**config.mk**
```make
export PLATFORM = sky130hd
export DESIGN_NAME = instr_fetch_unit
export DESIGN_NICKNAME = d
export VERILOG_FILES = /design/src/rtl/fetch_pkg.sv /design/src/rtl/fetch_out_slot.sv /design/src/rtl/instr_fetch_unit.sv
export SDC_FILE = /design/constraint.sdc
export NUM_CORES = 1
export LEC_CHECK = 0
export CAP_MARGIN = 20
export CORE_MARGIN = 1
export CORE_UTILIZATION = 37
export DETAILED_ROUTE_END_ITERATION = 10
export GPL_ROUTABILITY_DRIVEN = 0
export PLACE_DENSITY = 0.77
export SKIP_LAST_GASP = 1
export SLEW_MARGIN = 20
export SYNTH_ARGS = -nofsm -noshare
export SYNTH_HDL_FRONTEND = slang
export SYNTH_SLANG_ARGS = --single-unit
export TNS_END_PERCENT = 5
```
**constraint.sdc**
```tcl
create_clock -name clk -period 1.75 [get_ports clk]
set_clock_uncertainty 0.15 [all_clocks]
set_input_delay 0.35 -clock clk [delete_from_list [all_inputs] [get_ports clk]]
set_output_delay 0.35 -clock clk [all_outputs]
set_load 0.005 [all_outputs]
```
**src/rtl/fetch_pkg.sv**
```systemverilog
// Shared types and constants for the instruction fetch unit.
package fetch_pkg;

    localparam int ADDR_W = 4;
    localparam int DATA_W = 32;

    typedef logic [ADDR_W-1:0] pc_t;
    typedef logic [DATA_W-1:0] instr_t;

    typedef enum logic {
        RUN,
        HALT
    } fetch_state_e;

    // An all-zero word is what an unprogrammed ROM location reads as
    localparam instr_t ILLEGAL_INSTR = 32'h0;

endpackage

```
**src/rtl/fetch_out_slot.sv**
```systemverilog
// Single-entry valid/ready output register holding a fetched instruction and its PC.
module fetch_out_slot #(
    parameter int ADDR_W = 4,
    parameter int DATA_W = 32
) (
    input  logic              clk,
    input  logic              rst,
    input  logic              in_valid,
    input  logic [DATA_W-1:0] in_instr,
    input  logic [ADDR_W-1:0] in_pc,
    input  logic              flush,
    input  logic              out_ready,
    output logic              in_ready,
    output logic              out_valid,
    output logic [DATA_W-1:0] out_instr,
    output logic [ADDR_W-1:0] out_pc
);

    assign in_ready = !out_valid || out_ready;

    // Flush only empties the slot; a transfer in the same cycle has already completed
    always_ff @(posedge clk or posedge rst) begin
        if (rst) begin
            out_valid <= 1'b0;
            out_instr <= '0;
            out_pc    <= '0;
        end else if (flush) begin
            out_valid <= 1'b0;
        end else if (in_valid && in_ready) begin
            out_valid <= 1'b1;
            out_instr <= in_instr;
            out_pc    <= in_pc;
        end else if (out_ready) begin
            out_valid <= 1'b0;
        end
    end

endmodule

```
**src/rtl/instr_fetch_unit.sv**
```systemverilog
// Fetch stage: PC register, RUN/HALT FSM and registered output slot toward decode.
// Define FETCH_PERF_CNT_EN to add the saturating fetch/stall performance counters.
module instr_fetch_unit #(
    parameter int                ADDR_W   = fetch_pkg::ADDR_W,
    parameter int                DATA_W   = fetch_pkg::DATA_W,
    parameter logic [ADDR_W-1:0] RESET_PC = '0
) (
    input  logic              clk,
    input  logic              rst,
    output logic [ADDR_W-1:0] rom_addr_out,
    input  logic [DATA_W-1:0] rom_data_in,
    input  logic              redirect_valid,
    input  logic [ADDR_W-1:0] redirect_pc,
    output logic              out_valid,
    input  logic              out_ready,
    output logic [DATA_W-1:0] out_instr,
    output logic [ADDR_W-1:0] out_pc,
    output logic              halted
`ifdef FETCH_PERF_CNT_EN
    ,
    output logic [15:0]       perf_fetch_cnt,
    output logic [15:0]       perf_stall_cnt
`endif
);

    import fetch_pkg::*;

    fetch_state_e      state;
    logic [ADDR_W-1:0] pc;
    logic              slot_free;
    logic              rom_zero;
    logic              capture;

    assign rom_addr_out = pc;
    assign rom_zero     = (rom_data_in == DATA_W'(ILLEGAL_INSTR));
    assign capture      = (state == RUN) && slot_free && !redirect_valid && !rom_zero;

    // Redirect wins over everything; a zero word halts instead of being captured
    always_ff @(posedge clk or posedge rst) begin
        if (rst) begin
            state  <= RUN;
            pc     <= RESET_PC;
            halted <= 1'b0;
        end else if (redirect_valid) begin
            state  <= RUN;
            pc     <= redirect_pc & ~ADDR_W'(3);
            halted <= 1'b0;
        end else if (state == RUN && slot_free) begin
            if (rom_zero) begin
                state  <= HALT;
                halted <= 1'b1;
            end else begin
                pc <= pc + ADDR_W'(4);
            end
        end
    end

    fetch_out_slot #(
        .ADDR_W (ADDR_W),
        .DATA_W (DATA_W)
    ) u_slot (
        .clk       (clk),
        .rst       (rst),
        .in_valid  (capture),
        .in_instr  (rom_data_in),
        .in_pc     (pc),
        .flush     (redirect_valid),
        .out_ready (out_ready),
        .in_ready  (slot_free),
        .out_valid (out_valid),
        .out_instr (out_instr),
        .out_pc    (out_pc)
    );

`ifdef FETCH_PERF_CNT_EN
    always_ff @(posedge clk or posedge rst) begin
        if (rst) begin
            perf_fetch_cnt <= '0;
            perf_stall_cnt <= '0;
        end else begin
            if (capture && perf_fetch_cnt != 16'hFFFF)
                perf_fetch_cnt <= perf_fetch_cnt + 16'd1;
            if (out_valid && !out_ready && perf_stall_cnt != 16'hFFFF)
                perf_stall_cnt <= perf_stall_cnt + 16'd1;
        end
    end
`endif

endmodule

```
==> summary.txt, run 1 <==
Layout
  – ANT cells: 0
  – Share of layout cells above drive strength 1: a little under half
  – Fillers: around 300
  – Commonest non-fill, non-tap cells in the layout: 42 x clkdlybuf4s50_1, 38 x dfrtp_1, 34 x mux2_4
  – P&R area growth vs syn: 71.2%
  – Commonest non-fill, non-tap cell in the layout: clkdlybuf4s50_1
  – Design area: 0.00296 sq mm
  – NumNets Final: 256
  – Fin cells: 267

GRT
  – First-pass GRT wire length: 7.69 mm
  – Number of global-route vias before repair: 1461
  – Initial antenna violation count: 0
  – Gr ovfl total: 0
  – Largest net degree at the start of global routing: 39
  – Global-route usage over all layers: 20.2%

Place
  – Area post-placement: roughly 0.0027 sq mm
  – Worst slack at placement: -717 ps
  – Port bufs: 75
  – Dpl hpwl: 3.18 mm
  – Dpl cells: 249

Timing
  – WHS: 151 ps
  – Final Slew Violations: 0
  – Tmin final: 1870 ps
  – Final setup fails: 36
  – Final Hold Fails: 0
  – Fin Setup TNS: -1720 ps
  – PnR worst setup slack: -120 ps
  – Fmax achieved: approximately 530 MHz
  – Period utilization: 107%
  – RSZ-0062 raised after global routing: true

Clocking
  – CTS H-tree depth: 2
  – Worst-skew pair later-pin latency: 280 ps
  – Root Driver: clkbuf_8
  – CTS tree: built
  – CTS max path bufs: 2
  – Worst-path clk slew: roughly 70 ps
  – Clock Sinks: 38
  – Hold Buf Count CTS: 0
  – CTS Buf Count: 5

Routing
  – Drt pass-1 iters: 4
  – DRT iter0 DRCs: 33
  – Via density per instance: between 5 and 6
  – DRC viols: 0
  – DR WL/cell: 17.4 um
  – WL final: 4.64 mm
  – Via count: 1355
  – Routed Antenna Nets: 0

Floorplanning
  – Core Area: approximately 0.0044 sq mm
  – I/O pin total: 82
  – Initial Util: ~39%
  – Std cell rows: 24
  – Die width: around 70 um
  – Die ar.: slightly below 0.005 sq mm
  – Die H: 70.4 um

Synth
  – Synth Cell Area: roughly 0.0017 sq mm
  – Area contributors post-synth: dfrtp_1 55%, mux2_4 26%, nor4_1 3.3%
  – Synth top area share: 55.0%
  – #FFs+latches synth: 38
  – Sequential share of the synthesized area: 55.0%
  – Syn Inst Count: around 120
  – Avg Cell Area, Syn: 15.0 sq um
  – Number of synthesis warnings: 0
  – Largest area contributor in the netlist: dfrtp_1
  – Synth unique cells: 25

Status
  – Status: finished, violations left
  – Failing checks: setup timing

Power
  – Pwr dens: 819 mW/mm^2
  – Leakage power: 0.00137 uW
  – IR Drop Worst-Case VDD: between 600 and 700 uV

Setup path
  – Path depth of the worst reg2reg path: 8
  – Crit path launch type: input port
  – WS Path Type: input port to flop
  – Crit end category: flop
  – Data required, critical path: 1770 ps
  – CP arrival: 1890 ps
  – Crit Path Max Fanout: 5

Job
  – Max-Cap Viols: 0

Min path
  – Hold depth: 2
  – Hold Path Class: input port to flop
[layer usage]
layer	global-route usage, %	vias to the layer above	part of all wire [%]
met5	0	-	0
met4	6.00	0	1.1
met3	4.76	4	5.8
met2	34.2	61	51
met1	25.3	679	42
li1	-	611	-
[Yosys cell counts]
library cell / number
mux2_2: 1
nand2_1: 2
a211o_1: 1
mux2_4: 30
dfrtp_1: 38
o2111ai_1: 1
nor2b_1: 1
a21oi_1: 2
nand4_2: 1
inv_1: 5
nand3_1: 1
o21ai_0: 2
buf_6: 3
clkbuf_1: 1
nor2_1: 1
nand4_1: 2
o21ai_4: 1
conb_1: 1
or4_1: 2
mux2_1: 3
or3_1: 1
o31a_1: 1
nor3_1: 1
buf_4: 4
nor4_1: 9
[path summary, 6_finish.rpt]
kind | slack (ps) | endpoint | from
max | -120 | u_slot.out_instr[21]$_DFFE_PP0P_ | rom_data_in[22]
min | 150 | u_slot.out_instr[14]$_DFFE_PP0P_ | rom_data_in[14]
max reg2reg | -30 | u_slot.out_instr[21]$_DFFE_PP0P_ | u_slot.out_valid$_DFFE_PP0P_
min reg2reg | 360 | u_slot.out_instr[5]$_DFFE_PP0P_ | u_slot.out_instr[5]$_DFFE_PP0P_
max in group asynchronous | 980 | u_slot.out_pc[3]$_DFFE_PP0P_ | rst
min in group asynchronous | 260 | u_slot.out_instr[0]$_DFFE_PP0P_ | rst
[what timing repair did]
item / in CTS / in global routing
pin swaps: 11 / 6
setup buffers: 6 / 2
cloned: 4 / 0
endpoints found under the setup margin: 40 / 37
resized for setup: 133 / 9
[per-stage QoR]
step	util (%)	total power (uW)
2_1_floorplan	-	1350
3_3_place_gp	61.0	1750
3_5_place_dp	61.0	1770
4_1_cts	66.7	2440
5_1_grt	67.1	2540
6_report	67.1	2420
[cells by family (layout without fill, tap and decap cells)]
group | Yosys count | after routing | share of synthesized area (%)
flip-flops | 38 | 38 | 55.0
multiplexers | 34 | 34 | 28.7
AND/OR/NAND/NOR | 21 | 21 | 7.52
buffers and inverters | 13 | 110 | 4.99
AO/OA/AOI/OAI | 8 | 8 | 3.62
other | 1 | 4 | 0.217
[layout make-up]
type	count	area, sq um	share of cell area [%]
inverters	5	18.8	0.634
well taps	52	65.1	2.20
multi-input cells	67	842	28.4
flip-flops and latches	38	951	32.1
repair buffers	99	1000	33.8
clock buffers	6	82.6	2.79
[power by group]
part           internal (uW)  total, uW  leakage [uW]  switching (uW)
registers               1000       1080      0.000449            81.9
clock network            304        590     0.0000431             286
logic                    521        751      0.000876             229
[flip-flops by register name (all words and copies together) (netlist names)]
name              count
rom_addr_out          2
state                 1
u_slot.out_instr     32
u_slot.out_pc         2
u_slot.out_valid      1
[worst max-delay path, stage by stage]
cell and delay (ps):
dlygate4sd2_1 270, nor4_4 170, nand4_2 190, o21ai_4 210, buf_6 160, buf_12 120
buf_16 110, mux2_4 300
No activity file was read; power rests on OpenSTA's default activity.
==> run 2, diff against run 1 <==
--- a/config.mk
+++ b/config.mk
@@ -10,6 +10,7 @@
 export CORE_UTILIZATION = 37
 export DETAILED_ROUTE_END_ITERATION = 10
 export GPL_ROUTABILITY_DRIVEN = 0
+export GPL_TIMING_DRIVEN = 1
 export PLACE_DENSITY = 0.77
 export SKIP_LAST_GASP = 1
 export SLEW_MARGIN = 20
==> results of run 2 <==
Final layout, timing and power as in run 1 (identical DEF).
==> run 3, diff against run 2 <==
--- a/config.mk
+++ b/config.mk
@@ -12,7 +12,6 @@
 export GPL_ROUTABILITY_DRIVEN = 0
 export GPL_TIMING_DRIVEN = 1
 export PLACE_DENSITY = 0.77
-export SKIP_LAST_GASP = 1
 export SLEW_MARGIN = 20
 export SYNTH_ARGS = -nofsm -noshare
 export SYNTH_HDL_FRONTEND = slang
==> run 3 against run 2 <==
  * The flow still finishes with violations (setup timing)
  * Global-route usage did not move
  * Die area did not move
  * Clock power barely moved
  * Critical endpoint unchanged
  * Worst hold slack did not move
  * Clock-buffer cell count did not move
  * Largest power group unchanged
  * Combinational power barely moved
  * Via count did not move
  * Critical path depth did not move
  * Utilization fell by 0.057 points
==> summary.txt, run 3 (synthesis results as in run 1) <==
Status
  – Status: finished, violations left
  – Failing checks: setup timing

Layout
  – Max FFs per register: 32
  – Final core occ: between 60% and 70%
  – Commonest non-fill, non-tap cells in the layout: 40 x clkdlybuf4s50_1, 37 x dfrtp_1, 34 x mux2_4
  – Multi-input logic area: 842 sq um
  – Fillers: 304
  – Fin cells: 267
  – ANT cells: 0
  – NumNets Final: 256
  – Commonest non-fill, non-tap cell in the layout: clkdlybuf4s50_1
  – P&R area growth vs syn: 71.1%
  – Design area: between 0.002 and 0.003 sq mm
  – Share of layout cells above drive strength 1: 48.4%
  – Largest Register: u_slot.out_instr
  – Storage cell area: roughly 950 sq um

Power
  – Total design power: 2420 uW
  – Leakage power: 0.00137 uW
  – Net Sw Power: 598 uW
  – Pwr dens: just over 800 mW/mm^2
  – Switching Fraction: between 20 and 25%
  – IR Drop Worst-Case VDD: 614 uV
  – Logic pwr share: between 30% and 40%
  – Sequential power share: between 40% and 50%
  – Clock power frac: 24.4%
  – Internal: 1830 uW

Timing
  – Period utilization: 107%
  – Final Slew Violations: 0
  – PnR worst setup slack: -120 ps
  – Final Hold Fails: 0
  – Fmax achieved: between 500 and 600 MHz
  – Final setup fails: 34
  – Tmin final: 1870 ps
  – RSZ-0062 raised after global routing: true

Min path
  – Hold_sp: rom_data_in[14]
  – Hold Path Class: input port to flop
  – Worst hold endpoint: u_slot.out_instr[14]$_DFFE_PP0P_
  – Hold depth: 2

GRT
  – Top Usage Layer GRT: met2
  – Routing usage on met1: 25.3%
  – Global-route usage over all layers: 20.2%
  – Gr ovfl total: 0
  – First-pass GRT wire length: a little under 8 mm
  – Number of global-route vias before repair: 1461
  – Met3 usage: 4.76%
  – Largest net degree at the start of global routing: 39
  – Met2 usage: 34.2%
  – Initial antenna violation count: 0

Floorplanning
  – Die width: 70.4 um
  – Std cell rows: 24
  – Die H: ~70 um
  – Core Area: 0.00441 sq mm
  – Die ar.: 0.00495 sq mm
  – I/O pin total: 82
  – Initial Util: 39.2%

Routing
  – Via count: about 1.4k
  – Via density per instance: 5.07
  – Routed Antenna Nets: 0
  – Drt pass-1 iters: 4
  – DRC viols: 0
  – WL final: 4.63 mm
  – DRT iter0 DRCs: 33
  – DR WL/cell: 17.4 um

Clocking
  – Clock Sinks: 38
  – Root Driver: clkbuf_8
  – CTS Buf Count: 5
  – Worst-skew pair later-pin latency: 280 ps
  – CTS H-tree depth: 2
  – Hold Buf Count CTS: 0
  – Worst-path clk slew: approximately 70 ps
  – CTS max path bufs: 2
  – CTS tree: built

Place
  – Port bufs: 75
  – Area post-placement: 0.00269 sq mm
  – Dpl hpwl: between 3 and 4 mm
  – Worst slack at placement: -717 ps
  – Dpl cells: 249

Setup path
  – Path depth of the worst reg2reg path: 8
  – Crit end category: flop
  – CP arrival: approximately 1900 ps
  – Data required, critical path: between 1500 and 2000 ps
  – WS Path Type: input port to flop
  – Crit Path Max Fanout: 5
  – Reg2Reg Launch Point: u_slot.out_valid$_DFFE_PP0P_
  – Crit path launch type: input port
  – Terminus of the critical flop-to-flop path: u_slot.out_instr[21]$_DFFE_PP0P_
  – R2R setup slack: -30 ps

Job
  – Max-Cap Viols: 0
run 3: worst max-delay path by stage:
| stage | from | endpoint | cells past startpoint |
|---|---|---|---|
| finish | rom_data_in[22] | u_slot.out_instr[21]$_DFFE_PP0P_ | 8 |
| global route | rom_data_in[31] | u_slot.out_instr[4]$_DFFE_PP0P_ | 8 |
| CTS | u_slot.out_valid$_DFFE_PP0P_ | u_slot.out_instr[0]$_DFFE_PP0P_ | 8 |
| detailed placement | rom_data_in[20] | u_slot.out_instr[16]$_DFFE_PP0P_ | 6 |
| global placement | rom_data_in[20] | u_slot.out_instr[16]$_DFFE_PP0P_ | 6 |
| floorplan | rom_data_in[8] | u_slot.out_instr[0]$_DFFE_PP0P_ | 5 |
run 3: routing by layer:
metal  vias up  wire [um]
li1        611          -
met1       679       1950
met2        61       2360
met3         4        276
met4         0         51
met5         -          0
run 3: power by group through the flow:
stage / sequential [uW] / clock, uW / combinational, uW
floorplan: 1090 / 0 / 259
global placement: 1090 / 0 / 663
detailed placement: 1100 / 0 / 676
CTS: 1080 / 609 / 750
global route: 1100 / 649 / 795
finish: 1080 / 590 / 750
run 3: worst max-delay path: stages:
cell	delay (ps)
dlygate4sd2_1	270
nor4_4	170
nand4_2	190
o21ai_4	210
buf_6	160
buf_12	120
buf_16	110
mux2_4	300
run 3: metrics by stage:
step	setup TNS [ps]	hold slack [ps]
floorplan	-4790	322
global placement	-24570	328
detailed placement	-25740	338
CTS	-831	143
global route	-2570	150
finish	-1600	151
run 3: final cells by class:
class / count / area share, %
timing repair buffer: 99 / 33.7
sequential: 38 / 32.2
multi-input combinational: 67 / 28.5
clock buffer: 6 / 2.79
tap: 52 / 2.20
inverter: 5 / 0.635
run 3: timing repair:
| action | in CTS | in global routing |
|---|---|---|
| gates cloned | 4 | 0 |
| pin swaps | 11 | 6 |
| setup endpoints to repair | 40 | 35 |
| buffers inserted | 6 | 2 |
| gates resized for setup | 135 | 10 |
